<file path="config.mk">
export PLATFORM = sky130hd
export DESIGN_NAME = text_ram_arbiter
export DESIGN_NICKNAME = d
export VERILOG_FILES = /design/src/rtl/text_ram_arbiter.sv
export SDC_FILE = /design/constraint.sdc
export NUM_CORES = 1
export LEC_CHECK = 0
export BUFFER_PORTS_ARGS = -buffer_cell sky130_fd_sc_hd__buf_4
export CELL_PAD_IN_SITES_DETAIL_PLACEMENT = 1
export CELL_PAD_IN_SITES_GLOBAL_PLACEMENT = 1
export CORE_UTILIZATION = 41
export CTS_CLUSTER_SIZE = 24
export DETAILED_ROUTE_END_ITERATION = 16
export PLACE_DENSITY = 0.95
export SETUP_SLACK_MARGIN = 0.15
export SYNTH_ARGS = -nofsm -noshare
export SYNTH_HDL_FRONTEND = slang
export SYNTH_SLANG_ARGS = --single-unit
export TNS_END_PERCENT = 10
</file>
<file path="constraint.sdc">
create_clock -name i_Clk -period 4.08 [get_ports i_Clk]
set_input_delay 0.612 -clock i_Clk [delete_from_list [all_inputs] [get_ports i_Clk]]
set_output_delay 0.612 -clock i_Clk [all_outputs]
set_load 0.005 [all_outputs]
</file>
<file path="src/rtl/text_ram_arbiter.sv">
// Character RAM arbiter for the text-mode display. Each visible cell gets one
// guaranteed read slot; host accesses and the screen-clear engine share the rest.
module text_ram_arbiter #(
    parameter int COLS        = 80,
    parameter int ROWS        = 30,
    parameter int CELL_W_LOG2 = 3,
    parameter int CELL_H_LOG2 = 4,
    parameter int H_VISIBLE   = 640,
    parameter int V_VISIBLE   = 480
) (
    input  logic        i_Clk,
    input  logic        i_Reset_L,
    input  logic [11:0] i_X,
    input  logic [11:0] i_Y,
    input  logic        i_Host_Req,
    input  logic        i_Host_We,
    input  logic [11:0] i_Host_Addr,
    input  logic [7:0]  i_Host_Wdata,
    output logic        o_Host_Ack,
    output logic [7:0]  o_Host_Rdata,
    input  logic        i_Clear,
    input  logic [7:0]  i_Clear_Char,
    output logic        o_Busy,
    output logic [11:0] o_Ram_Addr,
    output logic        o_Ram_We,
    output logic [7:0]  o_Ram_Wdata,
    input  logic [7:0]  i_Ram_Rdata,
    output logic [7:0]  o_Char_Code,
    output logic [3:0]  o_Char_Row,
    output logic        o_Char_Valid
);

    localparam logic [11:0] DEPTH     = 12'(COLS * ROWS);
    localparam logic [11:0] LAST_ADDR = 12'(COLS * ROWS - 1);

    localparam logic [0:0] ST_IDLE  = 1'b0;
    localparam logic [0:0] ST_CLEAR = 1'b1;

    logic [0:0]  state;
    logic [11:0] clr_ptr;
    logic [7:0]  clr_char;

    logic        host_ack_q;
    logic        host_rd_q;
    logic        disp_q;
    logic [3:0]  disp_row_q;

    logic        display_slot;
    logic [11:0] disp_addr;
    logic        host_in_range;
    logic        clear_start;
    logic        host_issue;
    logic        clear_write;

    // NOTE: every signal written here is assigned on every pass, so no latch can be inferred.
    always_comb begin
        display_slot  = (i_X < 12'(H_VISIBLE)) && (i_Y < 12'(V_VISIBLE)) &&
                        (i_X[CELL_W_LOG2-1:0] == '0);
        disp_addr     = 12'((i_Y >> CELL_H_LOG2) * COLS) + (i_X >> CELL_W_LOG2);
        host_in_range = (i_Host_Addr < DEPTH);
        clear_start   = (state == ST_IDLE) && i_Clear;
        // A clear request arriving with a host request wins; the host simply keeps waiting.
        host_issue    = (state == ST_IDLE) && !display_slot && i_Host_Req && !i_Clear;
        clear_write   = (state == ST_CLEAR) && !display_slot;
    end

    // NOTE: sequential state uses non-blocking assignments so every flop samples pre-edge values.
    always_ff @(posedge i_Clk or negedge i_Reset_L) begin
        if (!i_Reset_L) begin
            o_Ram_Addr  <= '0;
            o_Ram_We    <= 1'b0;
            o_Ram_Wdata <= '0;
        end else begin
            o_Ram_We <= 1'b0;
            if (display_slot) begin
                o_Ram_Addr <= disp_addr;
            end else if (clear_write) begin
                o_Ram_Addr  <= clr_ptr;
                o_Ram_We    <= 1'b1;
                o_Ram_Wdata <= clr_char;
            end else if (host_issue && host_in_range) begin
                o_Ram_Addr <= i_Host_Addr;
                o_Ram_We   <= i_Host_We;
                if (i_Host_We) begin
                    o_Ram_Wdata <= i_Host_Wdata;
                end
            end
        end
    end

    // Out-of-range host accesses are acknowledged without touching the RAM.
    always_ff @(posedge i_Clk or negedge i_Reset_L) begin
        if (!i_Reset_L) begin
            host_ack_q <= 1'b0;
            host_rd_q  <= 1'b0;
        end else begin
            host_ack_q <= host_issue;
            host_rd_q  <= host_issue && !i_Host_We && host_in_range;
        end
    end

    assign o_Host_Ack   = host_ack_q;
    assign o_Host_Rdata = host_rd_q ? i_Ram_Rdata : 8'h00;

    // Display pipeline: slot at t, RAM data at t+1, registered cell at t+2.
    always_ff @(posedge i_Clk or negedge i_Reset_L) begin
        if (!i_Reset_L) begin
            disp_q       <= 1'b0;
            disp_row_q   <= '0;
            o_Char_Code  <= '0;
            o_Char_Row   <= '0;
            o_Char_Valid <= 1'b0;
        end else begin
            disp_q       <= display_slot;
            o_Char_Valid <= disp_q;
            if (display_slot) begin
                disp_row_q <= i_Y[3:0];
            end
            if (disp_q) begin
                o_Char_Code <= i_Ram_Rdata;
                o_Char_Row  <= disp_row_q;
            end
        end
    end

    always_ff @(posedge i_Clk or negedge i_Reset_L) begin
        if (!i_Reset_L) begin
            state    <= ST_IDLE;
            clr_ptr  <= '0;
            clr_char <= '0;
        end else if (state == ST_IDLE) begin
            if (clear_start) begin
                state    <= ST_CLEAR;
                clr_ptr  <= '0;
                clr_char <= i_Clear_Char;
            end
        end else if (clear_write) begin
            clr_ptr <= clr_ptr + 12'd1;
            if (clr_ptr == LAST_ADDR) begin
                state <= ST_IDLE;
            end
        end
    end

    assign o_Busy = (state == ST_CLEAR);

endmodule

</file>
## After elaboration in Yosys (flattened, before gate mapping)

Index checks and enable logic that the tools add are counted.

- Register bits: 62

- $add $sub $neg: 2
- $mul: 1
- Order comparisons: 3
- Equal/unequal tests: 2
- Mux-type cells: 17
- Bitwise logic cells: 2
- Reduce and logical (&&, ||, !) cells: 21

Operators by type and width:

| kind | number |
|---|---|
| $mux W12 | 6 |
| $mux W8 | 4 |
| $add A12 B1 Y12 const B | 1 |
| $add A12 B9 Y12 | 1 |
| $eq A12 B12 Y1 const B | 1 |
| $lt A12 B10 Y1 const B | 1 |
| $lt A12 B12 Y1 const B | 1 |
| $lt A12 B9 Y1 const B | 1 |
| $logic_and A1 B1 Y1 | 10 |
| $mul A8 B3 Y8 const B | 1 |
| $mux W1 | 7 |
| $reduce_bool A2 Y1 | 3 |
| $reduce_and A2 Y1 | 2 |
| $logic_not A1 Y1 | 3 |
| $logic_not A3 Y1 | 1 |
| $reduce_and A3 Y1 | 1 |
| $reduce_bool A3 Y1 | 1 |
| $ne A2 B1 Y1 const B | 1 |
| $not A1 Y1 | 2 |

## Longest topological paths before layout

- Depth in word-level cells: 11
- Gate-level depth with buffers: 9

## Least setup slack after synthesis

OpenSTA, ideal clock, no wires.

- Path type: input -> register
- Start: in i_Y[5]
- End: reg o_Ram_Addr[11]
- Library setup time: 82 ps
- Arrival: 2,577 ps
- Required time: 3,998 ps
- Path slack: 1,421 ps
- Stages: 8
- Path buffers: 0
- Cell sequence: ha_1 -> ha_1 -> fa_1 -> a21o_1 -> a21oi_1 -> xor2_1 -> or4_1 -> a31oi_1

- Word-level cells in the longest chain between the ends: 9
- Elaborated cells on any way between the ends: 14

RTL lines:

| what | RTL line | RTL |
|---|---|---|
| start: declaration | 14 | `input logic [11:0] i_Y,` |
| branches (longest 9 deep; another with $add A12 B9 Y12) | -- |  |
| end signal: assignment | 76 | `o_Ram_Addr <= disp_addr;` |
| end signal: assignment | 78 | `o_Ram_Addr <= clr_ptr;` |
| end signal: assignment | 82 | `o_Ram_Addr <= i_Host_Addr;` |
| end: declaration | 24 | `output logic [11:0] o_Ram_Addr,` |

Parallel ways; which one is timed is not known.
A chain may end at the register's enable or synchronous reset.

## Final worst setup path

- Start: in i_Y[5]
- End: reg o_Ram_Addr[10]

Same word-level chain as after synthesis.

==> reports/metrics.csv <==
stage,metric,value,unit
yosys,post-synth-top-count-cell,dfrtp_1,
detailed_routing,wl_per_cell,19.6,um
placement,place_congestion,0.821,
layout,syn2layout_area_growth,32.8,%
layout,diodes,0,
placement,dpl.hpwl,7410,um
yosys,synth.area.top_cells,"dfrtp_1 46%, mux2_2 7.0%, nand2_1 6.3%",
clock_tree,clk_path_buf_depth,2,
pwr,vdd_drop_max,178,uV
sta,setup_viol,0,
clock_tree,cts_tree,built,
sta,skew,0.0144,ns
detailed_routing,drcViolationCount,0,
worst_setup_path,cp_num_cells,10,
pwr,power.internal,1.38,mW
yosys,syn_inst,330,
pwr,pwr-share-seq,0.418,
worst_setup_path,worstSetupStartpointType,input pin,
yosys,yosysTopAreaCell,dfrtp_1,
detailed_routing,drt_wl_total,10600,um
yosys,synth_enable_flop_cells,0,
clock_tree,clock-sinks,62,
sta,maxSlewHeadroom,0.460,
clock_tree,insertion_delay,0.36,ns
clock_tree,cts_resized,0,
pwr,powerDensity,462,mW/mm^2
pwr,p_leak,2.27,nW
layout,num-fill-cells,908,
yosys,synth_area,0.00336,mm^2
sta,worstMarginPinSlew,0.809,ns
sta,setup-tns-final,0,ns
grt,grt_use_total,0.267,
yosys,synth_cell_types,46,
grt,grt_max_degree,63,
layout,layout-drive-gt1-share,0.351,
sta,slew_viol_final,0,
worst_setup_path,worstRegToRegCells,5,
yosys,seq_area_frac_synth,0.462,
yosys,syn-num-nets,412,
clock_tree,root_buffer,clkbuf_8,
worst_setup_path,required,4.29,ns
detailed_routing,vias,3069,
clock_tree,clk_pin_slew,0.08,ns
grt,grt_pass1_wl,17400,um
layout,seqCellArea,0.00155,mm^2
pwr,switching_share,0.329,
grt,grt_pass1_vias,3416,
sta,period_needed,2.87,ns
yosys,synth.yosys.warnings,0,
pwr,p_clk_frac,0.310,
worst_setup_path,slowest_stage,fa_1,
sta,rsz0062_at_grt,no,
worst_hold_path,hp-class,in2async,
sta,finalHoldViolCount,0,
detailed_routing,ant_nets,0,
grt,antenna_found_initial,0,
worst_setup_path,cp_max_fo,4,
worst_setup_path,cp_num_buf_inv,1,
sta,timing.fmax,348,MHz
pwr,power,2.06,mW
clock_tree,ctsHoldBuffers,0,
detailed_routing,dr.pass1.iters,4,
worst_setup_path,end_kind,register,
pwr,p_switching,678,uW
worst_setup_path,critical_path_arrival,3.08,ns
clock_tree,postCtsSetupBuffers,0,
yosys,yosysTopAreaCellShare,0.462,
detailed_routing,drt_iter0_markers,108,
pwr,comb_power_share,0.272,
worst_setup_path,cpPeakStageDelay,0.47,ns
yosys,synthFlopType,dfrtp_1,
floorplan,initial_utilization,0.430,
layout,multi_input_area,0.00170,mm^2
floorplan,die_y,92.5,um
floorplan,std_cell_rows,32,
worst_setup_path,criticalPathCategory,in2reg,
yosys,synth-async-reset-ratio,1.00,
clock_tree,cts_inserted_buffers,9,
grt,grt_overflow,0,
worst_setup_path,cpMostUsedCell,ha_1,
clock_tree,h-tree-depth,3,
yosys,avgSynthCellArea,10.2,um^2
yosys,ys_ff_latch,62,
layout,fin_nets,518,
yosys,synthTopCellsByCount,"62 x dfrtp_1, 56 x nand2_1, 22 x o21ai_0, 21 x mux2_2, 17 x o22ai_1",
flow_run,cap_violations,0,
sta,period_share,0.704,
placement,io_buffer_count,108,
floorplan,dieArea,0.00855,mm^2
floorplan,io_pins,109,
worst_setup_path,path_cells,"buf_4, ha_1, ha_1, fa_1, ha_1, o21ai_0, a21oi_1, o21ai_0, xnor2_1, a221oi_1",
floorplan,die_x,92.5,um
floorplan,coreArea,0.00781,mm^2
worst_setup_path,path_delay_family,adder cells,
detailed_routing,via_per_inst,5.65,
run_status,status,completed,
## area by class of cell
cell class              count  area share
clock buffers               9      0.0278
clock inverters             7      0.0230
inverters                   8     0.00674
multi-input cells         246       0.382
flip-flops and latches     62       0.348
well taps                 102      0.0286
repair buffers            109       0.184
## stage by stage
step | cell area [um^2] | util | cells | setup WS, ns | hold slack, ns
CTS | 4460 | 0.571 | 543 | 1.25 | 0.365
global route | 4460 | 0.571 | 543 | 1.07 | 0.388
finish | 4460 | 0.571 | 543 | 1.21 | 0.323
detailed placement | 4230 | 0.542 | 527 | 1.10 | 0.462
global placement | 4230 | 0.542 | 527 | 1.21 | 0.452
floorplan | 3360 | - | 330 | 1.42 | 0.316
## worst paths after layout
path / start / endpoint / slack (ns)
max reg2reg: o_Busy / clr_ptr[9] / 1.21
min: i_Reset_L / clr_ptr[3] / 0.32
min in group i_Clk: i_Clear_Char[1] / clr_char[1] / 0.44
min reg2reg: clr_char[3] / clr_char[3] / 0.48
max in group asynchronous: i_Reset_L / o_Ram_Wdata[6] / 3.23
max: i_Y[5] / o_Ram_Addr[10] / 1.21
## placed cells by master (no fill, tap or decap), types with 8 or more instances in the layout
cell / netlist / routed
nand2_1: 56 / 56
mux2i_1: 16 / 16
clkbuf_8: 0 / 9
a21oi_1: 15 / 15
ha_1: 15 / 15
nor2_1: 13 / 13
o21ai_0: 22 / 22
and2_1: 8 / 8
buf_4: 3 / 109
o22ai_1: 17 / 17
mux2_2: 21 / 21
dfrtp_1: 62 / 62
## power groups by stage
stage | Combinational [mW] | Clock [mW] | Sequential (mW)
after floorplan | 0.294 | 0 | 0.838
after global routing | 0.621 | 0.671 | 0.878
after global placement | 0.506 | 0 | 0.858
after detailed placement | 0.548 | 0 | 0.866
final | 0.561 | 0.638 | 0.860
after CTS | 0.564 | 0.644 | 0.858
## metal layers
| metal | part of all wire | vias up | wire length [um] | track usage |
|---|---|---|---|---|
| met5 | 0 | - | 0 | 0 |
| met4 | 0.044 | 0 | 470 | 0.151 |
| met3 | 0.063 | 42 | 665 | 0.0690 |
| met2 | 0.52 | 115 | 5540 | 0.481 |
| met1 | 0.37 | 1505 | 3960 | 0.281 |
| li1 | - | 1407 | - | - |
## worst reg2reg max path: stages (launching register included)
cell and delay (ns):
dfrtp_1 0.87, inv_1 0.48, a41o_1 0.63, nor4_4 0.45, nand3_1 0.19, mux2i_1 0.16
## kinds of logic after synthesis
kind of cell | count (synthesis) | share of synthesized area
mux | 37 | 0.118
buf+inv | 22 | 0.0302
fa+ha+maj | 17 | 0.0678
simple gates | 108 | 0.158
flops | 62 | 0.462
compound gates | 77 | 0.145
xor+xnor | 7 | 0.0183
## flip-flops by register name, indices dropped and copies added, names as in the netlist
signal / flops
o_Char_Valid: 1
o_Busy: 1
disp_row_q: 4
o_Ram_Wdata: 8
clr_ptr: 12
o_Ram_Addr: 12
o_Host_Ack: 1
o_Char_Row: 4
o_Ram_We: 1
clr_char: 8
disp_q: 1
o_Char_Code: 8
host_rd_q: 1
Note: power is estimated with default switching activity, not from simulation.
